===== src/rtl/seven_seg_scan.sv =====
// seven_seg_scan: time-multiplexed hex 7-segment driver with a per-frame shadow register.
// Scans NDIGITS digits on i_sample ticks, BLANK_TICKS all-off ticks between digits,
// registered outputs one cycle behind the scan state. Define SEVSEG_LZB_EN for leading-zero blanking.
module seven_seg_scan #(
   parameter int NDIGITS     = 3,
   parameter int BLANK_TICKS = 1
) (
   input  logic                   i_clk,
   input  logic                   i_rst_n,
   input  logic                   i_sample,
   input  logic                   i_load,
   input  logic [4*NDIGITS-1:0]   i_value,
   input  logic [NDIGITS-1:0]     i_dp,
   output logic [7:0]             o_seg,
   output logic [NDIGITS-1:0]     o_an,
   output logic                   o_frame
);

   localparam int IW = (NDIGITS > 1) ? $clog2(NDIGITS) : 1;
   localparam int CW = (BLANK_TICKS > 1) ? $clog2(BLANK_TICKS) : 1;
   localparam int VW = 4 * NDIGITS;
   localparam int PW = 5 * NDIGITS;

   generate
      if (BLANK_TICKS < 1) begin : g_bad_blank
         $error("seven_seg_scan: BLANK_TICKS must be at least 1");
      end
      if (NDIGITS < 1) begin : g_bad_ndigits
         $error("seven_seg_scan: NDIGITS must be at least 1");
      end
   endgenerate

   typedef enum logic {
      ST_SHOW  = 1'b0,
      ST_BLANK = 1'b1
   } state_t;

   state_t              state;
   logic [IW-1:0]       idx;
   logic [IW-1:0]       next_idx;
   logic [CW-1:0]       cnt;
   logic                started;
   logic [PW-1:0]       pending;   // {dp, value} captured by i_load
   logic [PW-1:0]       frame;     // {dp, value} shown during the current frame
   logic [3:0]          cur_nib;
   logic                cur_dp;
   logic [6:0]          cur_seg;
   logic [NDIGITS-1:0]  cur_an;
   logic [NDIGITS-1:0]  lz;        // per-digit segment blanking

   // Active-low {g,f,e,d,c,b,a} pattern for one hex nibble.
   function automatic logic [6:0] hex_seg(input logic [3:0] n);
      logic [6:0] s;
      case (n)
         4'h0: s = 7'h40;
         4'h1: s = 7'h79;
         4'h2: s = 7'h24;
         4'h3: s = 7'h30;
         4'h4: s = 7'h19;
         4'h5: s = 7'h12;
         4'h6: s = 7'h02;
         4'h7: s = 7'h78;
         4'h8: s = 7'h00;
         4'h9: s = 7'h10;
         4'hA: s = 7'h08;
         4'hB: s = 7'h03;
         4'hC: s = 7'h46;
         4'hD: s = 7'h21;
         4'hE: s = 7'h06;
         default: s = 7'h0E;
      endcase
      return s;
   endfunction

   // Digit following idx; the very first SHOW after reset always starts at digit 0.
   always_comb begin
      if (!started || idx == IW'(NDIGITS - 1)) begin
         next_idx = '0;
      end else begin
         next_idx = idx + 1'b1;
      end
   end

`ifdef SEVSEG_LZB_EN
   logic zero_run;

   // A digit above 0 is blanked when it and every higher nibble of the frame are zero.
   always_comb begin
      zero_run = 1'b1;
      lz       = '0;
      for (int k = NDIGITS - 1; k > 0; k--) begin
         zero_run = zero_run & (frame[4*k +: 4] == 4'h0);
         lz[k]    = zero_run;
      end
   end
`else
   assign lz = '0;
`endif

   // Anode and segment pattern for the digit currently selected by idx.
   always_comb begin
      cur_nib     = frame[4*int'(idx) +: 4];
      cur_dp      = frame[VW + int'(idx)];
      cur_an      = '1;
      cur_an[idx] = 1'b0;
      cur_seg     = lz[idx] ? 7'h7F : hex_seg(cur_nib);
   end

   // Scan FSM, shadow/frame registers and registered display outputs.
   always_ff @(posedge i_clk or negedge i_rst_n) begin
      if (!i_rst_n) begin
         state   <= ST_BLANK;
         idx     <= '0;
         cnt     <= '0;
         started <= 1'b0;
         pending <= '0;
         frame   <= '0;
         o_an    <= '1;
         o_seg   <= 8'hFF;
         o_frame <= 1'b0;
      end else begin
         o_frame <= 1'b0;
         // frame below reads the pre-edge pending, so a coincident load waits a frame
         if (i_load) begin
            pending <= {i_dp, i_value};
         end
         if (i_sample) begin
            case (state)
               ST_SHOW: begin
                  state <= ST_BLANK;
                  cnt   <= '0;
               end
               ST_BLANK: begin
                  if (cnt == CW'(BLANK_TICKS - 1)) begin
                     state   <= ST_SHOW;
                     idx     <= next_idx;
                     started <= 1'b1;
                     if (next_idx == '0) begin
                        frame   <= pending;
                        o_frame <= 1'b1;
                     end
                  end else begin
                     cnt <= cnt + 1'b1;
                  end
               end
               default: state <= ST_BLANK;
            endcase
         end
         if (state == ST_SHOW) begin
            o_an  <= cur_an;
            o_seg <= {~cur_dp, cur_seg};
         end else begin
            o_an  <= '1;
            o_seg <= 8'hFF;
         end
      end
   end

endmodule


===== config.mk =====
export PLATFORM = sky130hd
export DESIGN_NAME = seven_seg_scan
export DESIGN_NICKNAME = d
export VERILOG_FILES = /design/src/rtl/seven_seg_scan.sv
export SDC_FILE = /design/constraint.sdc
export NUM_CORES = 1
export LEC_CHECK = 0
export CORE_ASPECT_RATIO = 1.1
export CORE_MARGIN = 2
export CORE_UTILIZATION = 53
export DETAILED_ROUTE_END_ITERATION = 7
export GPL_ROUTABILITY_DRIVEN = 1
export PLACE_DENSITY = 0.83
export SLEW_MARGIN = 20
export SYNTH_ARGS = -nofsm -noshare
export SYNTH_HDL_FRONTEND = slang
export SYNTH_SLANG_ARGS = --single-unit
export TNS_END_PERCENT = 100

===== constraint.sdc =====
create_clock -name i_clk -period 2.67 [get_ports i_clk]
set_input_delay 0.6675 -clock i_clk [delete_from_list [all_inputs] [get_ports i_clk]]
set_output_delay 0.6675 -clock i_clk [all_outputs]
set_load 0.01 [all_outputs]

# Word level (Yosys, flattened, before mapping)
# Memories as Yosys holds them, arrays and structs flattened.
# Cells that the tools add are included.
# totals
in_bits	19
romBits	112
wordCells	47
out_inout_bits	12
regBits	47
mem_count	1
# op_classes
magnitude_cmp	3
eq_ne	1
n_bitwise	4
n_shift	1
addsub	3
n_reduce_logical	6
n_mux	19
# memory_table
memory	depth	width	read_ports	rd_ports_with_merged_regs	write_ports	line	rtl
(no name shown)	16	7	1	0	0	54	case (n)
# op_table
operator	count
15-bit by 5-bit indexed part select with 4-bit output	1
1-bit 2-to-1 mux	10
8-bit 2-to-1 mux	1
7-bit 2-to-1 mux	1
4-bit by 2-bit adder with 5-bit output, first input constant	1
5-bit less-than comparator, second input constant	1
1-bit binary-select mux with 4-bit select	1
1-bit one-hot mux with 2 select lines	2
4-bit AND reduction	1
2-bit by 3-bit less-than comparator with 1-bit output, second input constant	1
3-bit 2-to-1 mux	1
1-bit NOT	3
3-bit NOT	1
3-bit AND reduction	1
2-bit by 1-bit adder with 2-bit output, second input constant	1
1-bit binary-select mux with 2-bit select	1
1-bit demux with 2-bit select	1
2-bit == test, second input constant	1
2-bit by 1-bit >= comparator with 1-bit output, second input constant	1
2-bit zero test	1
2-bit 2-to-1 mux	1
1-bit adder, second input constant	1
1-bit logical AND	1
1-bit zero test	1
1-bit logical OR	1

# Logic depth before layout (Yosys ltp)
# depth
ltp_word	8
depth_mapped	8
mapped_depth_nobuf	6

# Worst setup path after synthesis
# OpenSTA, ideal clock, no wires.
# synth_timing
path_kind	register to register
start	reg idx[0]
end	reg frame[10]
arrival_time_ns	1.830
setup_time_ns	0.125
period_less_slack_ns	1.954
stages_incl_launch_ff	9
setup_slack_ns	0.716
t_required_ns	2.545
path_buffers	2
path_cell_list	dfrtp_1 buf_6 inv_1 ha_1 inv_1 nand2_1 a21oi_2 buf_2 mux2_2
# synth_between
elab_chain_cells	5
elab_cells_between_ends	6
classes_between	add/sub (1); eq/ne (1); mux (1); reduce/logical (3)
# synth_rtl
item	line	rtl
from (decl)	39	logic [IW-1:0] idx;
from (signal assigned)	136	idx <= next_idx;
parallel branches: the longest is 2 deep, another holds 2-bit by 1-bit adder with 2-bit output	--	
2-bit 2-to-1 mux (*)	77	if (!started || idx == IW'(NDIGITS - 1)) begin
2-bit zero test (*)	138	if (next_idx == '0) begin
4-bit AND reduction (no line) (*)	--	
to (signal assigned)	139	frame <= pending;
to (decl)	44	logic [PW-1:0] frame;
# Mark *: on every way between the ends.
# A chain may end at the register's enable or synchronous reset.

# Final worst setup path
# layout_timing
start	reg idx[0]
end	reg o_seg[2]
# layout_between
elab_chain_cells	4
elab_cells_between_ends	6
classes_between	shift (1); mux (4); memory (1)
# layout_rtl
item	line	rtl
15-bit by 5-bit indexed part select with 4-bit output or 1-bit binary-select mux with 2-bit select (tied branches)	102, 106	
memory read 16 x 7 bit or 1-bit 2-to-1 mux (tied branches)	--	
7-bit 2-to-1 mux (*)	106	cur_seg = lz[idx] ? 7'h7F : hex_seg(cur_nib);
8-bit 2-to-1 mux (*)	149	if (state == ST_SHOW) begin
to (signal assigned)	151	o_seg <= {~cur_dp, cur_seg};
to (decl)	14	output logic [7:0] o_seg,
# Mark *: on every way between the ends. The rest lies on a longest branch, timed or not. The select of a mux whose other input is x is not followed.

==> out/qor.txt <==
status - completed
flop and latch count out of synthesis - 46
drt pass-1 iters - 4
top post-synthesis cells by area - dfrtp_1 41%, mux2_2 16%, dfstp_2 15%, ha_1 5.5%, mux2i_1 4.4%
Hold Path Class - in2async
Worst Max-Slew Pin Slew - 0.6470 ns
fmax - 0.4713 GHz
vias per cell - 5.372
leak pwr - 1.072 nW
syn nets - 177
CTS tree - built
multi-input logic area - 823.3 um^2
CTS Buf Count - 5
clock latency on the worst-skew pair - 0.30 ns
Filler Cell Count - 276
Initial Util - 55.94%
die width - 63.46 um
Final Cell Area - 2531 um^2
clock power share - 20.2%
Avg Inst Size Synth - 13.83 um^2
pre-CTS setup slack - 0.4944 ns
Gate power share - 42.2%
CTS sink count - 46
synthesis-to-layout area growth - 22.83%
Worst-path clk slew - 0.08 ns
worst setup margin - 0.5480 ns
count of hold-fix buffers inserted at cts - 0
Final period util - 79.48%
PD cells - 1220 nW/um^2
GRT overflow - 0
met3 WL - 172 um
critical path type - reg2reg
clk root buf - clkbuf_8
Synth Instances - 149
post-route ant nets - 0
CTS resizes - 0
gpl congestion - 0.8261
Critical Path Sink Type - flip-flop
Max VDD drop - 0.5531 mV
Placed Instance Area - 2385 um^2
nets - 208
Data arrival, critical path - 2.35 ns
fraction of layout cells with a size suffix above 1 - 31.49%
die area - 4404 um^2
share of the synthesized area in the top cell type - 41.29%
minimum clock period - 2.122 ns
Post-CTS Repair Setup Buffers - 0
Post-synth EDFFs - 0
fraction of power consumed by sequential logic - 37.6%
final WL - 3289 um
Pint - 2.074 mW
DRC viols - 0
final core occ - 68.72%
RSZ-0062 raised after global routing - false
port bufs - 30
Slew Limit Headroom - 56.86%
CTS max path bufs - 2
most frequent cell after synthesis - dfrtp_1
Ys Warns - 0
Iteration-0 DRC Markers - 49
sw power - 1.015 mW
initial antenna violation count - 0
first-pass GRT wire length - 6161 um
Die Span Y - 69.40 um
row cnt - 23
critical path startpoint category - flip-flop
# setup viols final - 0
number of global-route vias before repair - 1321
via count - 1241
Final TNS setup - 0 ns
Switching Fraction - 32.85%
Synth async-reset ratio - 100.0%
All-Layer GR Usage - 18.25%
post-DP HPWL - 2451 um
Top FF cell, synth - dfrtp_1
Worst Path Required - 2.89 ns
wire per inst - 14.24 um
clk_skew - 0.008356 ns
Unique masters post-synth - 30
hold slack final - 0.2860 ns
antenna cells - 0
worst-path maximum fanout - 12
Synth area leader - dfrtp_1
core area - 3684 um^2
WL met1 - 1328 um
Ports - 31
WL met2 - 1719 um
Commonest cells post-synth - 34 x dfrtp_1, 30 x mux2_2, 12 x dfstp_2
sequential cell area - 1166 um^2
largest net degree at the start of global routing - 27
Seq/Total Area, Yosys - 56.59%
Slew Limit Fails - 0
Syn Std Cell Area - 2061 um^2
Final Hold Fails - 0
H-Tree Level Count - 2
highest metal used - met4
Max Cap Viol - 0
## layout make-up
type	instances	area share (%)
flip-flops and latches	46	46.07
multi-input cells	88	32.53
repair buffers	32	12.26
clock buffers	6	3.262
well taps	50	2.472
clock inverters	2	2.373
inverters	7	1.038
## final timing paths
check                              from          end  slack (ns)  depth (start not counted)
worst max-delay path             idx[0]     o_seg[2]        0.55                          5
worst min-delay path            i_rst_n   pending[4]        0.29                          1
worst max register to register   idx[0]     o_seg[2]        0.55                          5
worst min register to register  started      started        0.49                          1
max in group asynchronous       i_rst_n  pending[11]        1.70                          2
min in group i_clk              started      started        0.49                          1
## critical path, cell delays in order (launching register included)
cell and delay, ns:
dfrtp_1 0.62, mux4_2 0.64, inv_1 0.14, ha_1 0.27
nor2b_1 0.08, a221o_1 0.29
## cells in the final DEF, fill, tap and decap left out
cell,count
mux2_2,30
nor2_1,4
mux4_2,2
buf_2,1
nand3_1,2
o22ai_1,1
mux4_1,1
o21ai_0,3
nor2b_1,2
a221o_1,1
dfstp_2,12
a22oi_1,1
o21ai_2,1
o211ai_1,3
bufinv_16,2
nand2_1,9
clkdlybuf4s50_1,29
a31oi_1,1
ha_1,9
mux2i_1,9
nand2b_1,1
a21oi_1,1
a21oi_2,1
inv_1,7
xor2_1,1
o31a_1,1
or3_1,3
dfrtp_1,34
buf_4,2
clkbuf_8,6
nand3b_1,1
## power groups by stage
stage	Combinational, mW	Clock [mW]	Sequential, mW
final	1.30	0.624	1.16
after global routing	1.47	0.669	1.20
after CTS	1.30	0.633	1.16
after detailed placement	1.29	0	1.18
after global placement	1.23	0	1.17
after floorplan	0.990	0	1.13
## state kept, by name, summed over array words and instances, names as in the netlist
name     count
frame       15
idx          2
o_an         3
o_frame      1
o_seg        8
pending     15
started      1
state        1
## through the flow
step	power, mW	instances
2_1_floorplan	2.119	149
3_3_place_gp	2.391	223
3_5_place_dp	2.475	223
4_1_cts	3.103	231
5_1_grt	3.338	231
6_report	3.089	231
## cells by family (layout without fill, tap and decap cells)
group / after synthesis / count (layout) / share of synthesized area (%)
adders and majority gates: 9 / 9 / 5.465
buffers and inverters: 15 / 47 / 3.643
AOI/OAI and AO/OA: 14 / 14 / 4.614
DFF: 46 / 46 / 56.59
and+or+nand+nor: 22 / 22 / 5.039
xor gates and xnor gates: 1 / 1 / 0.4251
muxes: 42 / 42 / 24.23
## layer usage
| layer | GRT usage [%] | vias up |
|---|---|---|
| met5 | 0 | - |
| met4 | 7.729 | 0 |
| met3 | 6.006 | 7 |
| met2 | 30.88 | 38 |
| met1 | 21.06 | 617 |
| li1 | - | 579 |
(Power assumes the default switching activity.)
